===== src/rtl/spi_rom_loader.sv =====
// Boot-time program loader: reads LOAD_BYTES bytes from a serial EEPROM
// (SPI mode 0, READ command 0x03) and streams them into the CPU program ROM
// write port. The CPU is held off the ROM for as long as a load is running.
module spi_rom_loader #(
    parameter int          ADDR_WIDTH = 10,
    parameter int          LOAD_BYTES = 1024,
    parameter int          CLK_DIV    = 4,
    parameter logic [15:0] EE_BASE    = 16'h0
) (
    input  logic                  raw_clk,
    input  logic                  reset,
    input  logic                  start,
    output logic                  busy,
    output logic                  done,
    output logic                  cpu_hold,
    output logic [7:0]            checksum,
    output logic                  spi_cs,
    output logic                  spi_clk,
    output logic                  spi_mosi,
    input  logic                  spi_miso,
    output logic                  rom_we,
    output logic [ADDR_WIDTH-1:0] rom_addr,
    output logic [7:0]            rom_wdata
);

    // The byte counter has one extra bit so a full-depth load can count to 2**ADDR_WIDTH.
    localparam int                CNT_W    = ADDR_WIDTH + 1;
    localparam int                DIV_W    = (CLK_DIV > 1) ? $clog2(CLK_DIV) : 1;
    localparam logic [DIV_W-1:0]  DIV_LAST = DIV_W'(CLK_DIV - 1);
    localparam logic [CNT_W-1:0]  LAST_CNT = CNT_W'(LOAD_BYTES);
    localparam logic [23:0]       HDR      = {8'h03, EE_BASE};

    typedef enum logic [2:0] {
        IDLE,
        CS_SETUP,
        SHIFT_HDR,
        READ,
        CS_HOLD,
        DONE
    } state_e;

    state_e            state_q, state_d;
    logic [DIV_W-1:0]  div_q, div_d;
    logic [4:0]        bit_q, bit_d;
    logic [23:0]       hdr_q, hdr_d;
    logic [6:0]        shift_q, shift_d;
    logic [CNT_W-1:0]  count_q, count_d;
    logic              cs_q, cs_d;
    logic              sck_q, sck_d;
    logic              mosi_q, mosi_d;
    logic              we_q, we_d;
    logic [ADDR_WIDTH-1:0] addr_q, addr_d;
    logic [7:0]        wdata_q, wdata_d;
    logic [7:0]        sum_q, sum_d;
    logic              busy_q, busy_d;
    logic              done_q, done_d;

    // One tick marks the end of a half SCK period (or of a CS setup/hold wait).
    logic              tick;
    logic [7:0]        rx_byte;

    assign tick    = (div_q == DIV_LAST);
    assign rx_byte = {shift_q, spi_miso};

    // State register and all registered outputs; reset aborts any load at once.
    // NOTE: clocked state uses non-blocking assignments only, so every flop sees pre-edge values.
    always_ff @(posedge raw_clk or posedge reset) begin
        if (reset) begin
            state_q <= IDLE;
            div_q   <= '0;
            bit_q   <= '0;
            hdr_q   <= '0;
            shift_q <= '0;
            count_q <= '0;
            cs_q    <= 1'b1;
            sck_q   <= 1'b0;
            mosi_q  <= 1'b0;
            we_q    <= 1'b0;
            addr_q  <= '0;
            wdata_q <= '0;
            sum_q   <= '0;
            busy_q  <= 1'b0;
            done_q  <= 1'b0;
        end else begin
            state_q <= state_d;
            div_q   <= div_d;
            bit_q   <= bit_d;
            hdr_q   <= hdr_d;
            shift_q <= shift_d;
            count_q <= count_d;
            cs_q    <= cs_d;
            sck_q   <= sck_d;
            mosi_q  <= mosi_d;
            we_q    <= we_d;
            addr_q  <= addr_d;
            wdata_q <= wdata_d;
            sum_q   <= sum_d;
            busy_q  <= busy_d;
            done_q  <= done_d;
        end
    end

    // Next-state and next-output logic for the load sequence.
    // NOTE: every signal gets its hold/default value first, so no path can infer a latch.
    always_comb begin
        state_d = state_q;
        div_d   = div_q;
        bit_d   = bit_q;
        hdr_d   = hdr_q;
        shift_d = shift_q;
        count_d = count_q;
        cs_d    = cs_q;
        sck_d   = sck_q;
        mosi_d  = mosi_q;
        we_d    = 1'b0;
        addr_d  = addr_q;
        wdata_d = wdata_q;
        sum_d   = sum_q;
        busy_d  = busy_q;
        done_d  = 1'b0;

        if (state_q != IDLE && state_q != DONE) begin
            div_d = tick ? '0 : div_q + 1'b1;
        end

        case (state_q)
            IDLE: begin
                if (start) begin
                    state_d = CS_SETUP;
                    cs_d    = 1'b0;
                    busy_d  = 1'b1;
                    sum_d   = '0;
                    count_d = '0;
                    div_d   = '0;
                    bit_d   = '0;
                    sck_d   = 1'b0;
                    mosi_d  = HDR[23];
                    hdr_d   = {HDR[22:0], 1'b0};
                end
            end
            CS_SETUP: begin
                if (tick) begin
                    sck_d   = 1'b1;
                    state_d = SHIFT_HDR;
                end
            end
            SHIFT_HDR: begin
                if (tick) begin
                    if (sck_q) begin
                        // Falling edge: the only place mosi is allowed to move.
                        sck_d = 1'b0;
                        if (bit_q == 5'd23) begin
                            state_d = READ;
                            mosi_d  = 1'b0;
                            bit_d   = '0;
                        end else begin
                            bit_d  = bit_q + 1'b1;
                            mosi_d = hdr_q[23];
                            hdr_d  = {hdr_q[22:0], 1'b0};
                        end
                    end else begin
                        sck_d = 1'b1;
                    end
                end
            end
            READ: begin
                if (tick) begin
                    if (sck_q) begin
                        sck_d = 1'b0;
                    end else if (count_q == LAST_CNT) begin
                        // Last byte is in and the low phase is complete: stop clocking.
                        state_d = CS_HOLD;
                    end else begin
                        sck_d   = 1'b1;
                        shift_d = rx_byte[6:0];
                        bit_d   = bit_q + 1'b1;
                        if (bit_q[2:0] == 3'd7) begin
                            we_d    = 1'b1;
                            wdata_d = rx_byte;
                            addr_d  = count_q[ADDR_WIDTH-1:0];
                            sum_d   = sum_q + rx_byte;
                            count_d = count_q + 1'b1;
                            bit_d   = '0;
                        end
                    end
                end
            end
            CS_HOLD: begin
                if (tick) begin
                    cs_d    = 1'b1;
                    state_d = DONE;
                end
            end
            DONE: begin
                done_d  = 1'b1;
                busy_d  = 1'b0;
                state_d = IDLE;
            end
            default: state_d = IDLE;
        endcase
    end

    assign busy      = busy_q;
    assign cpu_hold  = busy_q;
    assign done      = done_q;
    assign checksum  = sum_q;
    assign spi_cs    = cs_q;
    assign spi_clk   = sck_q;
    assign spi_mosi  = mosi_q;
    assign rom_we    = we_q;
    assign rom_addr  = addr_q;
    assign rom_wdata = wdata_q;

endmodule


===== config.mk =====
export PLATFORM = sky130hd
export DESIGN_NAME = spi_rom_loader
export DESIGN_NICKNAME = d
export VERILOG_FILES = /design/src/rtl/spi_rom_loader.sv
export SDC_FILE = /design/constraint.sdc
export NUM_CORES = 1
export LEC_CHECK = 0
export BUFFER_PORTS_ARGS = -buffer_cell sky130_fd_sc_hd__buf_4
export CAP_MARGIN = 20
export CORE_UTILIZATION = 26
export DETAILED_ROUTE_END_ITERATION = 12
export SKIP_CTS_REPAIR_TIMING = 1
export SLEW_MARGIN = 5
export SYNTH_ARGS = -nofsm -noshare
export SYNTH_HDL_FRONTEND = slang
export SYNTH_SLANG_ARGS = --single-unit

===== constraint.sdc =====
create_clock -name raw_clk -period 6.7 [get_ports raw_clk]
set_input_delay 1.34 -clock raw_clk [delete_from_list [all_inputs] [get_ports raw_clk]]
set_output_delay 1.34 -clock raw_clk [all_outputs]
set_load 0.005 [all_outputs]

Word level (Yosys, flattened, before mapping) --
Cells that the tools add are included.
Word-level totals: input port bits 4, logic and storage cells 123, output and inout port bits 33, flip-flop bits (word level) 84
Operators by class: bitwise operators 2, muxes and demuxes 61, $add $sub $neg 4, eq/ne operators 22, reductions and logical operators 19
Operators with widths (number):
- 24-bit two-way mux | 4
- 11-bit two-way mux | 5
- 24-bit one-hot mux with 2 select lines | 1
- 5-bit two-way mux | 8
- 8-bit two-way mux | 5
- 3-bit two-way mux | 9
- 2-bit inequality test, second input constant | 12
- 11-bit one-hot mux with 2 select lines | 1
- 1-bit two-way mux | 17
- 8-bit one-hot mux with 2 select lines | 1
- 3-bit one-hot mux with 5 select lines | 1
- 5-bit one-hot mux with 3 select lines | 1
- 5-bit AND reduction | 3
- 11-bit by 1-bit adder with 11-bit output, second input constant | 1
- 11-bit equality test, second input constant | 1
- 3-bit equality test, second input constant | 3
- 9-bit AND reduction | 1
- 8-bit adder | 1
- 2-bit two-way mux | 4
- 4-bit AND reduction | 2
- 2-bit nonzero test | 4
- 7-bit AND reduction | 1
- 3-bit by 2-bit equality test with 1-bit output, second input constant | 2
- 1-bit one-hot mux with 2 select lines | 3
- other kinds (15) | 17

Longest topological paths before layout --
word-level depth 6, depth in mapped cells 10, depth with buffers taken out 7

Worst setup path after synthesis --
Ideal clock, no wire load.
kind input -> register, start point input spi_miso, end point register sum_q[6] (netlist: checksum[6]), data required time 6.579 ns, setup slack 3.871 ns, arrival time 2.708 ns, cell stages on the path 7, setup time 0.121 ns, buffers on the path 0, cells stage by stage ha_1 fa_1 a21o_1 a21oi_1 or4_1 nand4_1 a22o_1
Between the ends: longest elaborated chain between the ends 6
RTL lines:
- from (decl) | RTL line 20 | input logic spi_miso,
- 8-bit adder | RTL line 181 | sum_d = sum_q + rx_byte;
- 8-bit two-way mux | RTL line 177 | if (bit_q[2:0] == 3'd7) begin
- 8-bit two-way mux | RTL line 170 | end else if (count_q == LAST_CNT) begin
- 8-bit two-way mux | RTL line 168 | if (sck_q) begin
- 8-bit two-way mux | RTL line 167 | if (tick) begin
- 8-bit one-hot mux with 2 select lines | RTL line 126 | case (state_q)
- to (signal assigned) | RTL line 97 | sum_q <= sum_d;
- to (decl) | RTL line 54 | logic [7:0] sum_q, sum_d;
Every way passes these cells. The select of a mux whose other input is x is not followed. A chain may end at the register's enable or synchronous reset.

Final worst setup path --
start point input start, end point register sum_q[7] (netlist: checksum[7])
Between the ends: longest elaborated chain between the ends 2
RTL lines:
- from (decl) | RTL line 12 | input logic start,
- 2-bit inequality test (no line)
- 6-bit AND reduction (no line)
Every way passes these cells.

==> out/metrics.yaml <==
status: "completed"
ys_seq_area_share_pct: 49.2
dieArea_sq_um: 13600
crit_path_max_fanout: 35
drive_gt1_share_pct: 17.0
required_ns: 6.95
gp_congestion: 0.843
avgSynthCellArea_sq_um: 9.53
cts.path.max_buffers: 2
final_cell_mix: "nand2_1, dfrtp_1, buf_4"
ant_nets: 0
drc: 0
grt_pass1_wl_mm: 12.4
vdd_drop_max_v: 0.000127
endpoint_kind: "flip-flop"
grt_use_total_pct: 11.9
start_kind: "primary input"
num_vias: 2670
fin_cells: 566
worstSetupPathType: "primary input to flip-flop"
fin_crit_ns: 2.77
dr.pass1.iters: 4
rsz0062_at_grt: "no"
clock_sinks: 67
clkSlewWorstSetupHoldPaths_ns: 0.05
ys.warnings.count: 0
wl_per_cell_microns: 13.2
worst-slew-pin-transition_ns: 0.953
worstSetupStartpoint: "start"
cts_tree: "yes"
fin_skew_ns: 0.00738
grt-ovfl-total: 0
die_width_microns: 117
slew_headroom_pct: 36.5
place_inst: 552
maxCapViolCount: 0
fin_crit_sh_pct: 41.3
hold_start: "rom_addr[2]$_DFFE_PP0P_"
rows: 41
synthDominantCellAreaShare_pct: 48.4
nNetsFinal: 408
r2r_start: "state_q[0]$_DFFE_PP0P_"
insertedDiodeCount: 0
final_hold_viol_count: 0
wl_mm: 7.46
root_buffer: "clkbuf_16"
drt_iter0_markers: 94
leakagePower_nw: 1.98
max_freq_ghz: 0.362
fillers: 1364
dpl.hpwl_mm: 5.05
antenna_found_initial: 0
fin_hold_ws_ns: 0.472
die_h_microns: 117
crit_arrival_ns: 3.02
core_area_sq_um: 12700
numPortBuffers: 36
synth_seq_cells: 67
htreeDepth: 3
ys_types: 51
asyncSetResetFlopFracSynth_pct: 100
synth.area.top_cells: "dfrtp_1, nand2_1, ha_1, o21ai_0, mux2_2"
area_delta_synth_final_pct: 20.8
netlist_area_sq_um: 3410
p_per_area_nw_per_um2: 224
synthCells: 358
synth-main-ff-cell: "dfrtp_1"
numCtsBuffers: 9
tns_ns: 0
vias_per_cell: 4.72
ios: 37
grt_max_degree: 68
clock_latency_ns: 0.33
syn_nets: 375
synth_edf_count: 0
min_path_type: "flip-flop to flip-flop"
setup_viol: 0
yosys.area.top_type: "dfrtp_1"
start_util_pct: 26.8
drv_slew: 0
grt_pass1_vias: 2625
metrics by stage:
| stage | total power [W] | setup slack (ns) | instance area [sq um] | util (%) |
|---|---|---|---|---|
| 6_report | 0.000924 | 3.93 | 4120 | 32.4 |
| 5_1_grt | 0.000956 | 3.71 | 4120 | 32.4 |
| 4_1_cts | 0.000939 | 3.93 | 4120 | 32.4 |
| 3_5_place_dp | 0.000449 | 3.57 | 3820 | 30.0 |
| 3_3_place_gp | 0.000448 | 3.62 | 3820 | 30.0 |
| 2_1_floorplan | 0.000436 | 3.68 | 3410 | - |
layer usage:
layer  share of wire [%]  track usage (%)  vias to the layer above  routed length, microns
met5                   0                0                        -                       0
met4                0.71             3.38                        0                      53
met3                 5.4             4.36                        6                     406
met2                  46             19.6                       54                    3450
met1                  48             14.6                     1285                    3550
li1                    -                -                     1325                       -
worst paths after layout:
path / endpoint / cells past startpoint / slack, ns
setup reg to reg: checksum[7]$_DFFE_PP0P_ / 7 / 4.01
hold reg to reg: rom_addr[2]$_DFFE_PP0P_ / 2 / 0.47
min in group asynchronous: rom_wdata[0]$_DFFE_PP0P_ / 3 / 1.24
hold / removal: rom_addr[2]$_DFFE_PP0P_ / 2 / 0.47
max in group asynchronous: busy$_DFFE_PP0P_ / 3 / 4.87
setup / recovery: checksum[7]$_DFFE_PP0P_ / 8 / 3.93
flip-flops by register name, summed over array words and instances, names as in the netlist:
name,cells
bit_q,5
busy,1
checksum,8
count_q,11
div_q,2
done,1
hdr_q,7
rom_addr,10
rom_wdata,8
rom_we,1
shift_q,7
spi_clk,1
spi_cs,1
spi_mosi,1
state_q,3
worst max-delay path, cell delays in order:
cell and delay, ns:
buf_4 0.12, nor4b_1 0.33, nor2_1 0.10, or3_1 0.32, buf_4 0.25, inv_4 0.26
a31oi_1 0.12, o21ai_0 0.17
synthesized netlist by cell type, drive strengths merged (3+ instances only):
library cell,count
nand2b,6
nor2,23
a21o,9
and4,3
nor2b,4
dfrtp,66
a211oi,3
buf,12
ha,12
xnor2,3
inv,20
clkbuf,4
a21oi,20
a22o,11
a22oi,3
o31ai,4
nor4,3
nand3,8
nor3,3
mux2,9
o21ai,29
or3,6
a31oi,4
nand2,66
cell families after synthesis:
| family | synth area share, % |
|---|---|
| compound gates | 17.9 |
| xor+xnor | 1.03 |
| fa+ha+maj | 4.99 |
| buf+inv | 4.92 |
| flops | 49.2 |
| mux | 3.56 |
| simple gates | 18.4 |
where the power goes:
group	switching [W]	leakage, nW	internal, W
Sequential	0.00000478	0.849	0.000410
Clock	0.000162	0.145	0.000321
Combinational	0.0000162	0.984	0.0000106
layout make-up:
type / instances / area, sq um / area share (%)
well taps: 172 / 215 / 5.22
repair buffers: 38 / 285 / 6.93
clock inverters: 3 / 65.1 / 1.58
multi-input cells: 255 / 1570 / 38.0
flip-flops and latches: 67 / 1680 / 40.7
clock buffers: 11 / 233 / 5.65
inverters: 20 / 77.6 / 1.88
Note: power is estimated with default switching activity, not from simulation.
